File: src/rtl/i2c_gpio_target.sv
// i2c_gpio_target: I2C target exposing an 8-bit GPIO port (input, output, polarity, direction).
// SCL/SDA are synchronised and glitch-filtered; SDA is open drain through sda_oe.
module i2c_gpio_target #(
    parameter logic [3:0] ADR_HI     = 4'b0100,
    parameter int         FILTER_LEN = 3
) (
    input  logic       clk,
    input  logic       reset,
    input  logic       scl_in,
    input  logic       sda_in,
    input  logic [2:0] adr_pins,
    input  logic [7:0] port_in,
    output logic       sda_oe,
    output logic [7:0] port_out,
    output logic [7:0] port_dir,
    output logic       busy
);
    typedef enum logic [3:0] {
        IDLE, ADDR, ADDR_ACK, CMD, CMD_ACK, WR_DATA, WR_ACK, RD_DATA, RD_ACK, WAIT_STOP
    } state_t;

    state_t          state, state_n;
    logic [1:0]      scl_s, sda_s, line_s, line_f, line_p;
    logic [1:0][2:0] fcnt;
    logic [7:0]      port_s0, port_s1, polarity, shreg, rd_byte;
    logic [2:0]      bit_cnt;
    logic [1:0]      pointer;
    logic            byte_done, nack, oe_n, busy_n;
    logic            scl, sda, start, stop, rise, fall, match, shifting, load;

    // bit 1 of the line vectors is SCL, bit 0 is SDA
    assign line_s = {scl_s[1], sda_s[1]};

    always_ff @(posedge clk) begin
        if (reset) begin
            scl_s   <= '1;
            sda_s   <= '1;
            line_f  <= '1;
            line_p  <= '1;
            fcnt    <= '0;
            port_s0 <= '0;
            port_s1 <= '0;
        end else begin
            scl_s   <= {scl_s[0], scl_in};
            sda_s   <= {sda_s[0], sda_in};
            port_s0 <= port_in;
            port_s1 <= port_s0;
            line_p  <= line_f;
            for (int i = 0; i < 2; i++) begin
                if (line_s[i] == line_f[i]) fcnt[i] <= '0;
                else if (fcnt[i] == 3'(FILTER_LEN - 1)) begin
                    line_f[i] <= line_s[i];
                    fcnt[i]   <= '0;
                end else fcnt[i] <= fcnt[i] + 3'd1;
            end
        end
    end

    assign {scl, sda} = line_f;
    assign start      = scl & line_p[1] & line_p[0] & ~sda;
    assign stop       = scl & line_p[1] & ~line_p[0] & sda;
    assign rise       = scl & ~line_p[1];
    assign fall       = ~scl & line_p[1];
    assign match      = shreg[7:1] == {ADR_HI, adr_pins};
    assign shifting   = state inside {ADDR, CMD, WR_DATA, RD_DATA};
    assign load       = fall & ((state == ADDR_ACK & shreg[0]) | (state == RD_ACK & ~nack));
    assign rd_byte    = pointer == 2'd0 ? port_s1 ^ polarity :
                        pointer == 2'd1 ? port_out :
                        pointer == 2'd2 ? polarity : port_dir;

    always_ff @(posedge clk) begin
        if (reset) begin
            state  <= IDLE;
            sda_oe <= 1'b0;
            busy   <= 1'b0;
        end else begin
            state  <= state_n;
            sda_oe <= oe_n;
            busy   <= busy_n;
        end
    end

    // sda_oe only moves on SCL fall; START/STOP just release it
    always_comb begin
        state_n = state;
        oe_n    = sda_oe;
        busy_n  = busy;
        if (start || stop) begin
            state_n = start ? ADDR : IDLE;
            oe_n    = 1'b0;
            busy_n  = 1'b0;
        end else if (fall) begin
            case (state)
                ADDR: if (byte_done) begin
                    state_n = match ? ADDR_ACK : WAIT_STOP;
                    oe_n    = match;
                    busy_n  = match;
                end
                ADDR_ACK: begin
                    state_n = shreg[0] ? RD_DATA : CMD;
                    oe_n    = shreg[0] & ~rd_byte[7];
                end
                CMD: if (byte_done) begin
                    state_n = CMD_ACK;
                    oe_n    = 1'b1;
                end
                CMD_ACK: begin
                    state_n = WR_DATA;
                    oe_n    = 1'b0;
                end
                WR_DATA: if (byte_done) begin
                    state_n = WR_ACK;
                    oe_n    = 1'b1;
                end
                WR_ACK: begin
                    state_n = WR_DATA;
                    oe_n    = 1'b0;
                end
                RD_DATA: begin
                    state_n = byte_done ? RD_ACK : RD_DATA;
                    oe_n    = ~byte_done & ~shreg[6];
                end
                RD_ACK: begin
                    state_n = nack ? WAIT_STOP : RD_DATA;
                    oe_n    = ~nack & ~rd_byte[7];
                end
                default: ;
            endcase
        end
    end

    // shreg receives bits on SCL rise and, in RD_DATA, shifts out on SCL fall
    always_ff @(posedge clk) begin
        if (reset) begin
            shreg     <= '0;
            bit_cnt   <= '0;
            byte_done <= 1'b0;
            nack      <= 1'b0;
            pointer   <= '0;
            port_out  <= 8'hFF;
            polarity  <= 8'h00;
            port_dir  <= 8'hFF;
        end else if (start) begin
            bit_cnt   <= '0;
            byte_done <= 1'b0;
        end else if (rise) begin
            if (state == RD_ACK) nack <= sda;
            if (shifting) begin
                bit_cnt   <= bit_cnt + 3'd1;
                byte_done <= bit_cnt == 3'd7;
            end
            if (shifting && state != RD_DATA) shreg <= {shreg[6:0], sda};
        end else if (fall) begin
            byte_done <= 1'b0;
            shreg     <= load ? rd_byte : state == RD_DATA ? {shreg[6:0], 1'b1} : shreg;
            if (byte_done && state == CMD) pointer <= shreg[1:0];
            if (byte_done && state == WR_DATA) begin
                if (pointer == 2'd1) port_out <= shreg;
                if (pointer == 2'd2) polarity <= shreg;
                if (pointer == 2'd3) port_dir <= shreg;
            end
        end
    end
endmodule

File: config.mk
export PLATFORM = sky130hd
export DESIGN_NAME = i2c_gpio_target
export DESIGN_NICKNAME = d
export VERILOG_FILES = /design/src/rtl/i2c_gpio_target.sv
export SDC_FILE = /design/constraint.sdc
export NUM_CORES = 1
export LEC_CHECK = 0
export ABC_AREA = 1
export CELL_PAD_IN_SITES_DETAIL_PLACEMENT = 2
export CELL_PAD_IN_SITES_GLOBAL_PLACEMENT = 2
export CORE_ASPECT_RATIO = 1.4
export CORE_MARGIN = 4
export CORE_UTILIZATION = 29
export CTS_CLUSTER_SIZE = 30
export DETAILED_ROUTE_END_ITERATION = 12
export GPL_TIMING_DRIVEN = 0
export PLACE_DENSITY_LB_ADDON = 0.05
export SLEW_MARGIN = 20
export SYNTH_ARGS = -nofsm -noshare
export SYNTH_HDL_FRONTEND = slang
export SYNTH_SLANG_ARGS = --single-unit
export TNS_END_PERCENT = 20
File: constraint.sdc
create_clock -name clk -period 1.8 [get_ports clk]
set_input_delay 0.36 -clock clk [delete_from_list [all_inputs] [get_ports clk]]
set_output_delay 0.36 -clock clk [all_outputs]
set_load 0.005 [all_outputs]
== Word-level counts from Yosys, hierarchy flattened ==
Index checks and enable logic that the tools add are counted.
Word-level totals
  register bits: 75
  bits of input ports: 15
  output and inout port bits: 18
  word-level logic and storage cells: 130
Cells by class
  $add $sub $neg: 3
  eq/ne operators: 25
  mux-type cells: 25
  bitwise gates (word level): 27
  reductions and logical operators: 30
Operators by type and width (number)
  $mux W8: 8
  $mux W4: 8
  $pmux W4 S7: 1
  $reduce_and A5 Y1: 4
  $eq A4 B3 Y1 const B: 4
  $and A1 B1 Y1: 13
  $not A1 Y1: 12
  $reduce_and A4 Y1: 3
  $add A3 B1 Y3 const B: 3
  $eq A4 B2 Y1 const B: 2
  $reduce_and A2 Y1: 4
  $reduce_bool A8 Y1: 1
  $reduce_or A2 Y1: 4
  $xor A8 B8 Y8: 1
  $eq A7 B6 Y1: 1
  $eq A3 B2 Y1 const B: 2
  $mux W1: 6
  $ne A2 B1 Y1 const B: 3
  $ne A3 B3 Y1 const B: 2
  $pmux W1 S6: 1
  $reduce_and A3 Y1: 2
  $reduce_bool A6 Y1: 1
  $reduce_or A3 Y1: 2
  $eq A2 B2 Y1 const B: 2
  16 further kinds: 20

== Depth between registers and ports, before layout ==
Gate-level depths: netlist of run 1.
  word-level depth: 7
  mapped depth: 11
  depth with buffers taken out: 11

== Worst setup path after synthesis of run 1 ==
No wires, ideal clock.
  path kind: register to register
  start point: register line_f[1]
  end point: register port_out[1]
  library setup time: 0.137 ns
  arrival time: 1.521 ns
  data required time: 1.663 ns
  slack: 0.142 ns
  stages on the path, launching flop included: 11
  path buffers: 1
  period minus slack after synthesis: 1.658 ns
  cells stage by stage: dfxtp_1 > inv_1 > ha_1 > nand2_2 > nor3_4 > nand2_2 > nor2_4 > inv_2 > buf_6 > nand2_1 > o211ai_2
Between the ends
  cells in the longest elaborated chain, start to end: 5
  elaborated cells between the ends (all ways): 9
  classes of those cells: 8 x bitwise; 1 x reduce/logical
RTL lines
  from (decl): RTL line 23  | logic [1:0] scl_s, sda_s, line_s, line_f, line_p;
  from (signal, indexed assignment): RTL line 52  | line_f[i] <= line_s[i];
  $and A1 B1 Y1 (3 in a row): RTL line 60  | assign start = scl & line_p[1] & line_p[0] & ~sda;
  $not A1 Y1 (no source line)
  $reduce_and A5 Y1 (no source line) *
  to (signal assigned): RTL line 158  | if (pointer == 2'd1) port_out <= shreg;
  to (decl): RTL line 14  | output logic [7:0] port_out,
Mark *: on every way between the ends. The rest lies on a longest branch, timed or not.
A chain may end at the register's enable or synchronous reset.

== Worst setup path in the final report of run 1 ==
  start point: register line_f[1]
  end point: register port_dir[4]
Between the ends
  cells in the longest elaborated chain, start to end: 5
  elaborated cells between the ends (all ways): 9
  classes of those cells: 8 x bitwise; 1 x reduce/logical
RTL lines
  $and A1 B1 Y1 (3 in a row): RTL line 60
  $not A1 Y1 (no source line)
  $reduce_and A5 Y1 (no source line) *
  to (signal assigned): RTL line 160  | if (pointer == 2'd3) port_dir <= shreg;
  to (decl): RTL line 15  | output logic [7:0] port_dir,
Marked as above.

==> results of run 1 <==
-- stage by stage --
stage | instances | utilization | worst slack (ps)
2_1_floorplan | 490 | - | 142
3_3_place_gp | 669 | 0.340 | -274
3_5_place_dp | 669 | 0.340 | -314
4_1_cts | 687 | 0.372 | 6.20
5_1_grt | 691 | 0.381 | -90.5
6_report | 691 | 0.381 | 8.02
-- worst max-delay path, cell delays in order (launching register included) --
cell	delay [ps]
dfxtp_2	350
ha_2	200
nand2_2	90
nor2_4	60
nor3_4	270
buf_6	140
nand4_4	190
buf_8	200
nand2_1	50
o211ai_1	80
-- layer usage --
layer  part of all wire  track usage
met5                  0            0
met4              0.012       0.0462
met2               0.57        0.319
met3              0.025       0.0332
met1               0.39        0.182
-- layout make-up --
| type | instances | area [um^2] |
|---|---|---|
| timing repair buffer | 40 | 414 |
| clock buffer | 10 | 239 |
| sequential | 75 | 1510 |
| inverter | 67 | 254 |
| multi-input combinational | 336 | 1780 |
| clock inverter | 4 | 51.3 |
| fill | 1427 | 7360 |
| buffer | 12 | 88.8 |
| tap | 147 | 184 |
-- repair_timing --
action,CTS,global route
resized for setup,13,24
setup endpoints to repair,28,31
buffers inserted,4,3
gates cloned,0,1
pin swaps,5,2
-- cells in the mapped netlist --
cell	number	share of area
a21boi_1	1	0.0021
a21oi_1	34	0.048
a21oi_4	1	0.0046
buf_1	2	0.0021
buf_2	4	0.0057
buf_6	2	0.0064
clkbuf_1	4	0.0042
clkinv_1	1	0.0011
dfxtp_1	75	0.42
ha_1	9	0.032
inv_1	61	0.065
inv_2	5	0.0053
nand2_1	105	0.11
nand2_2	9	0.016
nand3_1	23	0.033
nand3_2	2	0.0057
nand3b_1	1	0.0021
nand4_1	1	0.0018
nand4_4	1	0.0060
nor2_1	76	0.081
nor2_2	4	0.0071
nor2_4	3	0.0096
nor3_1	1	0.0014
nor3_4	1	0.0046
nor4_1	1	0.0018
o211ai_1	12	0.025
o211ai_2	5	0.018
o21ai_0	30	0.042
o21ai_1	2	0.0028
o22ai_1	1	0.0018
or2_0	1	0.0018
or2_2	4	0.0071
xnor2_1	2	0.0050
xor2_1	6	0.015
-- flip-flops by register name, summed over array words and instances, names as in the netlist --
register / flops
port_out: 8
line_p: 2
nack: 1
sda_s: 2
busy: 1
line_f: 2
bit_cnt: 3
port_dir: 8
shreg: 8
polarity: 8
port_s0: 8
pointer: 2
scl_s: 2
sda_oe: 1
port_s1: 8
fcnt: 6
state: 4
byte_done: 1
-- worst paths after layout --
check | slack, ps | depth (start not counted) | from | endpoint
worst max-delay path | 8 | 9 | line_f[1] | port_dir[4]
worst min-delay path | 410 | 2 | port_s0[2] | port_s1[2]
worst max register to register | 8 | 9 | line_f[1] | port_dir[4]
worst min register to register | 410 | 2 | port_s0[2] | port_s1[2]
-- cells by family after synthesis --
group | after synthesis | share of synthesized area
buffers and inverters | 79 | 0.0895
xor gates and xnor gates | 8 | 0.0198
adders and majority gates | 9 | 0.0318
and+or+nand+nor | 233 | 0.289
AOI/OAI and AO/OA | 86 | 0.145
DFF | 75 | 0.424
-- report_power, final --
group | switching [mW] | internal [mW] | leakage (nW)
Clock | 0.726 | 1.10 | 0.141
Combinational | 0.0719 | 0.0541 | 1.31
Sequential | 0.0112 | 1.68 | 0.610
==> results.json, run 1 <==
{
  "syn_area_um2": 3540,
  "ant_nets": 0,
  "syn_to_final_growth_pct": 27.9,
  "power_density_nw_per_um2": 806,
  "yosys_warnings": 0,
  "antenna_found_initial": 0,
  "avgRoutedWirePerCell_um": 16.5,
  "mostFrequentLayoutCells": "nand2_1 (102), nor2_1 (73), dfxtp_1 (70)",
  "worstPathMaxFanout": 7,
  "max_slew_margin": 0.562,
  "final_hold_viol_count": 0,
  "outcome": "completed",
  "clock_skew_ps": 6.02,
  "io_buffers": 32,
  "wirelength_um": 11400,
  "clock-root-buffer": "clkbuf_16",
  "die_y_um": 139,
  "dr.pass1.iters": 4,
  "layout_commonest_cell": "nand2_1",
  "htree_levels": 3,
  "syn-num-nets": 514,
  "cts_buffers": 9,
  "routed-via-count": 3287,
  "die_area_um2": 14100,
  "drc_errors": 0,
  "drv_slew": 0,
  "dpl.hpwl_um": 8810,
  "cts.hold.buffers_added": 0,
  "netlist_instances": 490,
  "finalSetupViolCount": 0,
  "cp-start-kind": "flip-flop",
  "clkTransAtPathRegs_ps": 60,
  "place.gp.congestion": 0.823,
  "drv_cap": 0,
  "seq_area_frac_synth": 0.424,
  "diodes": 0,
  "overflow": 0,
  "hold_ws_ps": 405,
  "ys_ff_latch": 75,
  "worstPathRequired_ps": 1990,
  "die_x_um": 101,
  "initial_core_util": 0.298,
  "numClockSinks": 75,
  "hold_path.class": "flip-flop to flip-flop",
  "grt_pass1_wl_um": 18300,
  "grt_max_degree": 13,
  "drt-initial-drc-count": 84,
  "io_pins": 33,
  "fin_area_um2": 4520,
  "worst_pin_slew_ps": 657,
  "drive_above_1_share": 0.151,
  "worstPathArrival_ps": 1980,
  "vias_per_cell": 4.76,
  "rsz0062_at_grt": "yes",
  "min_period_ps": 1790,
  "worst-setup-path-type": "flip-flop to flip-flop",
  "insertion_delay_ps": 340,
  "cts_tree": "yes",
  "track_usage": 0.168,
  "p_leak_nw": 2.06,
  "layout_worst_path_cycle_share": 0.996,
  "place_area_um2": 4040,
  "fmax_mhz": 558,
  "clock_path_buffers": 2,
  "finalNetCount": 565,
  "power_mw": 3.64,
  "worstSetupEndpointType": "flip-flop",
  "ys_types": 34,
  "row_count": 47,
  "tns_ps": 0,
  "grt_pass1_vias": 3600,
  "syn_area_per_cell_um2": 7.22,
  "ir_worst_vdd_mv": 0.463,
  "core_um2": 11900
}
No activity file was read; power rests on OpenSTA's default activity.
==> run 2, diff against run 1 <==
Settings changed: CORE_ASPECT_RATIO 1.4 to 1.1.
==> results.json, run 2 (synthesis gave the netlist of run 1 again) <==
{
  "vias_per_cell": 4.81,
  "dr.pass1.iters": 5,
  "die_area_um2": 14000,
  "final_hold_viol_count": 0,
  "r2r_slack_ps": 20,
  "die_x_um": 113,
  "drv_slew": 0,
  "rr_worst_depth": 10,
  "crit_chain": "ha_1 -> nand2_2 -> nor2_4 -> nor3_4 -> nand2_2 -> nor2_4 -> inv_2 -> buf_6 -> nand2_1 -> o211ai_2",
  "finalNetCount": 561,
  "p_seq_frac": 0.446,
  "row_count": 42,
  "mostFrequentLayoutCells": "nand2_1 (102), nor2_1 (75), dfxtp_1 (68)",
  "outcome": "completed",
  "worstPathRequired_ps": 2000,
  "io_pins": 33,
  "p_int_mw": 2.95,
  "worstPathArrival_ps": 1980,
  "diodes": 0,
  "grt_pass1_vias": 3521,
  "drt-initial-drc-count": 111,
  "crit_path_end": "port_out[2]",
  "critPathLaunch": "line_f[1]",
  "power_density_nw_per_um2": 844,
  "dp_slack_ps": -295,
  "dpl.hpwl_um": 8570,
  "grt_pass1_wl_um": 18500,
  "hold_path.class": "flip-flop to flip-flop",
  "clock-root-buffer": "clkbuf_16",
  "power_mw": 3.80,
  "clock_path_buffers": 2,
  "rsz0062_at_grt": "yes",
  "routed-via-count": 3346,
  "syn_to_final_growth_pct": 27.2,
  "r2r_start": "line_f[1]",
  "track_usage": 0.172,
  "fmax_mhz": 563,
  "p_leak_nw": 2.04,
  "drive_above_1_share": 0.144,
  "worstPathMaxFanout": 10,
  "comb_power_share": 0.033,
  "avgRoutedWirePerCell_um": 16.3,
  "layout_commonest_cell": "nand2_1",
  "worst_pin_slew_ps": 687,
  "die_y_um": 124,
  "cts_tree": "yes",
  "grt_max_degree": 14,
  "cp.depth": 10,
  "ant_nets": 0,
  "io_buffers": 32,
  "drc_errors": 0,
  "drv_cap": 0,
  "core_um2": 12000,
  "p_sw_frac": 0.224,
  "cp-start-kind": "flip-flop",
  "finalSetupViolCount": 0,
  "max_slew_margin": 0.542,
  "power.switching_mw": 0.853,
  "insertion_delay_ps": 350,
  "initial_core_util": 0.295,
  "clock_skew_ps": 7.64,
  "place.gp.congestion": 0.820,
  "htree_levels": 3,
  "overflow": 0,
  "cts_buffers": 9,
  "p_clk_frac": 0.522,
  "crit_buf_inv": 2,
  "min_period_ps": 1780,
  "layout_worst_path_cycle_share": 0.988,
  "wirelength_um": 11400,
  "cp_slowest_cell": "dfxtp_2",
  "slowest_delay_ps": 350,
  "fin_util": 0.376,
  "clkTransAtPathRegs_ps": 60,
  "worstSetupEndpointType": "flip-flop",
  "tns_ps": 0,
  "rr_endpoint": "port_out[2]",
  "ir_worst_vdd_mv": 0.504,
  "cts.hold.buffers_added": 0,
  "setup_ws_ps": 22.3,
  "worst-setup-path-type": "flip-flop to flip-flop",
  "antenna_found_initial": 0,
  "numClockSinks": 75,
  "critical-path-top-delay-family": "simple AND/OR/NAND/NOR gates"
}
## run 2: per-layer routing
metal	GRT usage	wire length, um	vias up
li1	-	-	1652
met1	0.215	5360	1639
met2	0.297	5560	37
met3	0.0340	229	18
met4	0.0616	206	0
met5	0	0	-
## run 2: area by class of cell
type	instances	area [um^2]
multi-input cells	336	1790
fillers	1412	7480
repair buffers	36	363
inverters	67	251
clock buffers	9	225
well taps	154	193
flip-flops and latches	75	1510
clock inverters	7	91.3
plain buffers	12	80.1
## run 2: worst reg2reg max path, cell delays in order, from the launching register on
cell	delay, ps
dfxtp_2	350
ha_1	230
nand2_2	90
nor2_4	60
nor3_4	320
nand2_2	120
nor2_4	140
inv_2	50
buf_6	140
nand2_1	80
o211ai_2	70
## run 2: repair_timing
item / 4_1_cts / 5_1_grt
pin swaps: 4 / 0
resized for setup: 13 / 16
setup endpoints to repair: 29 / 33
buffers inserted: 4 / 0
## run 2: how the worst min path moves through the flow
stage / from / endpoint / depth (start not counted)
2_1_floorplan: port_s0[0] / port_s1[0] / 2
3_3_place_gp: port_s0[3] / port_s1[3] / 2
3_5_place_dp: port_s0[2] / port_s1[2] / 2
4_1_cts: port_s0[2] / port_s1[2] / 2
5_1_grt: port_s0[7] / port_s1[7] / 2
6_report: port_s0[2] / port_s1[2] / 2
## run 2: per-stage QoR
stage,cell area [um^2],cells,hold slack (ps)
detailed placement,4050,676,401
global placement,4050,676,391
floorplan,3540,490,388
global route,4500,696,432
CTS,4450,696,410
finish,4500,696,406
## run 2: power by group through the flow
| stage | clock network [mW] | registers, mW | logic (mW) |
|---|---|---|---|
| 5_1_grt | 2.10 | 1.70 | 0.141 |
| 6_report | 1.98 | 1.69 | 0.125 |
| 3_3_place_gp | 0 | 1.73 | 0.122 |
| 4_1_cts | 2.04 | 1.69 | 0.127 |
| 3_5_place_dp | 0 | 1.73 | 0.126 |
| 2_1_floorplan | 0 | 1.73 | 0.0638 |
==> RTL change 1 (flow settings as in run 1) <==
Put one more register stage on the output `port_out`, cleared by the reset. The value now appears one clock later. The other outputs are not delayed to match.
--- a/src/rtl/i2c_gpio_target.sv
+++ b/src/rtl/i2c_gpio_target.sv
@@ -19,4 +19,6 @@
         IDLE, ADDR, ADDR_ACK, CMD, CMD_ACK, WR_DATA, WR_ACK, RD_DATA, RD_ACK, WAIT_STOP
     } state_t;
+
+    logic [7:0] port_pre;
 
     state_t          state, state_n;
@@ -66,5 +68,5 @@
     assign load       = fall & ((state == ADDR_ACK & shreg[0]) | (state == RD_ACK & ~nack));
     assign rd_byte    = pointer == 2'd0 ? port_s1 ^ polarity :
-                        pointer == 2'd1 ? port_out :
+                        pointer == 2'd1 ? port_pre :
                         pointer == 2'd2 ? polarity : port_dir;
 
@@ -138,5 +140,5 @@
             nack      <= 1'b0;
             pointer   <= '0;
-            port_out  <= 8'hFF;
+            port_pre  <= 8'hFF;
             polarity  <= 8'h00;
             port_dir  <= 8'hFF;
@@ -156,5 +158,5 @@
             if (byte_done && state == CMD) pointer <= shreg[1:0];
             if (byte_done && state == WR_DATA) begin
-                if (pointer == 2'd1) port_out <= shreg;
+                if (pointer == 2'd1) port_pre <= shreg;
                 if (pointer == 2'd2) polarity <= shreg;
                 if (pointer == 2'd3) port_dir <= shreg;
@@ -162,4 +164,12 @@
         end
     end
+    always_ff @(posedge clk) begin
+        if (reset) begin
+            port_out <= '0;
+        end else begin
+            port_out <= port_pre;
+        end
+    end
+
 endmodule
 
Check against the original RTL: not equivalent (Yosys sat finds a counterexample within 4 cycles, from zero or initial values and one cycle with reset high).
==> RTL change 1 against run 1 <==
Routed wire length rose by 1.5%; total power up 7.9%; cell area increased by 4.5%; sequential cell count rose by 8; synthesized cell count increased by 4.7%; area after synthesis increased by 7.0%; non-clock buffer count shrank 3; critical path depth stayed put; fmax rose by 6.8%; setup slack improved by 0.11 ns; largest cell class unchanged; highest routed layer unchanged.
==> RTL change 1: results (changes against run 1) <==
The global-route wire length before repair was 19100 um (+4.6%). The leakage power total is 2.17 nW (+5.6%). The share of the synthesized area in compound gates (AO/OA/AOI/OAI) is 0.139 (-0.00581). The adder-cell share of the synthesized area is 0.0298 (-0.00207). The via count of the first global-routing pass was 3677 (+2.1%). The deepest level of the CTS H-tree is 3 (unchanged). The worst-case register-to-register setup slack is 0.12 ns (+0.11 ns).

The net switching fraction of the power is 0.230 (+0.00820). The count of unique library cells instantiated by Yosys came out at 34 (unchanged). After synthesis, the most frequently instantiated cells are sky130_fd_sc_hd__nand2_1 (100), sky130_fd_sc_hd__nor2_1 (87), sky130_fd_sc_hd__dfxtp_1 (83). The final net count came out at 584 (+3.4%). The critical path arrival is 1.91 ns (-0.07 ns).

The number of violations reported at the end of detailed-routing iteration 0 is 45 (-46%). The last weighted congestion value of the routability-driven placer came out at 0.821 (-0.35%). The worst hold path terminates at port_s1[7]$_SDFF_PP0_. The peak supply drop came to 0.000365 V (-21%).

The worst-path maximum fanout came out at 10 (+3). The clock distribution power is 1.90 mW (+4%). The count of placed standard cells including taps is 698 (+4.3%). The post-synthesis xor/xnor area fraction is 0.0185 (-0.00129). The via count of the routed design came out at 3402 (+3.5%). After synthesis, the largest family of logic cells by area is simple AND/OR/NAND/NOR gates. The aggregate global-route resource usage is 0.164 (-0.00356).

The run finished with clean final reports. The area after detailed placement was 4300 sq um (+6.3%). The fmax was 0.596 GHz (+6.8%). The net count after synthesis was 537 (+4.5%).

The first-pass detailed-route iteration total came out at 4 (unchanged). The largest net degree at the start of global routing came to 16 (+3). The launch instance of the worst min-delay path is port_s0[7]$_SDFF_PP0_. The multiplexer share of the synthesized area came out at 0 (unchanged).

The worst register-to-register path ends at polarity[6]$_SDFFE_PP0P_. The fraction of layout cells with a size suffix above 1 came to 0.145 (-0.00560). By area the synthesized netlist is led by sky130_fd_sc_hd__dfxtp_1 (44%), sky130_fd_sc_hd__nand2_1 (9.9%), sky130_fd_sc_hd__nor2_1 (8.6%). The share of async-settable or async-resettable flops after synthesis came out at 0 (unchanged). The power spent charging and discharging nets is 0.905 mW (+12%). The worst hold margin came out at 0.405 ns (-0.000190 ns). STA classifies the critical path startpoint as a register. The setup clock skew after layout was 0.00887 ns (+0.00284 ns). The gate count of the mapped netlist is 513 (+4.7%). The sequential cell area fraction in the yosys report is 0.439 (+0.0147). The clock-pin slew of the registers on the worst-case setup and hold paths came out at about 0.070 ns.

The number of antenna diodes is 0 (unchanged). The final instance count without filler cells came out at 718 (+3.9%). The HPWL after detailed placement came out at 9130 um (+3.7%). The remaining max-slew budget at the tightest pin was 0.564 (+0.00185).

The part of the power in registers is 0.478 (+0.013). The total routed wirelength was 11500 um (+1.5%). The worst slack after detailed placement is -0.463 ns (-0.149 ns). On the critical path, the stage with the largest delay is an instance of sky130_fd_sc_hd__dfxtp_2.

The worst setup path is captured at a register.
-- RTL change 1: logic make-up (layout without fill, tap and decap cells) --
kind of cell | Yosys count | count (layout)
DFF | 83 | 83
AOI/OAI and AO/OA | 89 | 89
buffers and inverters | 87 | 139
adders and majority gates | 9 | 9
xor gates and xnor gates | 8 | 8
and+or+nand+nor | 237 | 237
-- RTL change 1: metal layers --
metal / global-route usage / part of all wire
met1: 0.167 / 0.39
met2: 0.333 / 0.57
met3: 0.0276 / 0.020
met4: 0.0560 / 0.016
met5: 0 / 0
-- RTL change 1: what timing repair did --
action                     in CTS  in global routing
buffers inserted                1                  1
pin swaps                       1                  3
cloned                          0                  2
resized for setup              11                 20
setup endpoints to repair      48                 27
-- RTL change 1: final cells by class --
cell class              instances  area, sq um
fillers                      1496         8090
multi-input cells             343         1830
flip-flops and latches         83         1670
repair buffers                 36          360
inverters                      74          280
clock buffers                   9          225
well taps                     153          191
plain buffers                  13         97.6
clock inverters                 7         76.3
==> RTL change 2 (config.mk and constraints of run 1) <==
Without the edit above. Reset style: asynchronous (`reset`), changed in 3 clocked blocks.
--- a/src/rtl/i2c_gpio_target.sv
+++ b/src/rtl/i2c_gpio_target.sv
@@ -32,5 +32,5 @@
     assign line_s = {scl_s[1], sda_s[1]};
 
-    always_ff @(posedge clk) begin
+    always_ff @(posedge clk or posedge reset) begin
         if (reset) begin
             scl_s   <= '1;
@@ -69,5 +69,5 @@
                         pointer == 2'd2 ? polarity : port_dir;
 
-    always_ff @(posedge clk) begin
+    always_ff @(posedge clk or posedge reset) begin
         if (reset) begin
             state  <= IDLE;
@@ -131,5 +131,5 @@
 
     // shreg receives bits on SCL rise and, in RD_DATA, shifts out on SCL fall
-    always_ff @(posedge clk) begin
+    always_ff @(posedge clk or posedge reset) begin
         if (reset) begin
             shreg     <= '0;
Check against the original RTL: no difference found for any inputs over 10 cycles, from zero or initial values and one cycle with reset high; that may be too few to reach the edited logic, so the function may still have changed.
==> RTL change 2 against run 1 <==
The flow now finishes with violations (negative setup slack); fmax fell by 2.4%; area after synthesis up 3.6%; cell area increased by 8.7%; setup slack got worse by 0.044 ns; routed wire length up 0.85%; via count shrank 1.4%; critical path depth is 1 lower; sequential cell count unchanged; first-iteration DRC count down 29%; utilization increased by 1.6 points; critical path type unchanged.
Power is not compared: it rests on default switching activity, and its combinational part moved more than twofold at a synthesized area within 25%.
==> RTL change 2: results (changes against run 1) <==
The HPWL after detailed placement came out at 8470 um (-3.8%). The critical path arrival came to 2.07 ns (+0.09 ns). The stage delay of the slowest cell on the critical path came out at 0.60 ns (+0.25 ns). The number of fill cells came out at 1372 (-3.9%). The last weighted congestion value of the routability-driven placer came to 0.767 (-6.9%).

The average cell area after synthesis was 8.11 sq um (+12%). The number of violations reported at the end of detailed-routing iteration 0 came out at 60 (-29%). The number of buffers inserted by post-CTS setup repair came out at 9 (+5). The transition time at the pin with the least slew margin is 0.408 ns (-0.249 ns). The worst hold path terminates at port_s1[1]$_DFF_PP0_. The first-pass detailed-route iteration total is 3 (-1). The final number of setup-violating endpoints is 7 (+7). The total met2 wirelength after detailed routing came out at 6430 um (-0.79%). The setup TNS came out at -0.130 ns (-0.130 ns). The via count of the first global-routing pass came out at 3678 (+2.2%). The count of placed standard cells including taps came out at 636 (-4.9%). The post-synthesis xor/xnor area fraction is 0.0119 (-0.00786). The final net count is 535 (-5.3%).

The run finished, with violations left. The area after detailed placement was 4220 sq um (+4.3%). The global-route wire length before repair is 18700 um (+2.6%). The post-route worst setup slack is -0.0363 ns (-0.0443 ns). In this run the most critical hold path is launched from port_s0[1]$_DFF_PP0_. The final reports fail on negative setup slack.

The setup clock skew after layout came out at 0.00860 ns (+0.00257 ns). In this run the critical register-to-register path is launched from line_p[1]$_DFF_PP1_. The routing usage on met3 came to 0.0322 (-0.00104).
-- RTL change 2: changes by cell type in the layout (fill, tap and decap cells not counted), moves of 9 or more --
cell	change
sky130_fd_sc_hd__dfxtp_1	-70
sky130_fd_sc_hd__dfrtp_1	+50
sky130_fd_sc_hd__nand2_1	+34
sky130_fd_sc_hd__nor2_1	-27
sky130_fd_sc_hd__dfstp_2	+24
sky130_fd_sc_hd__a21oi_1	-18
sky130_fd_sc_hd__inv_1	-13
sky130_fd_sc_hd__o21a_1	+11
sky130_fd_sc_hd__o211ai_1	-10
sky130_fd_sc_hd__buf_4	+9
-- RTL change 2: kinds of logic (layout without fill, tap and decap cells) --
kind of cell	after synthesis	count (layout)
buffers and inverters	60	128
AOI/OAI and AO/OA	61	61
DFF	75	75
and+or+nand+nor	244	244
muxes	2	2
xor gates and xnor gates	5	5
adders and majority gates	5	5
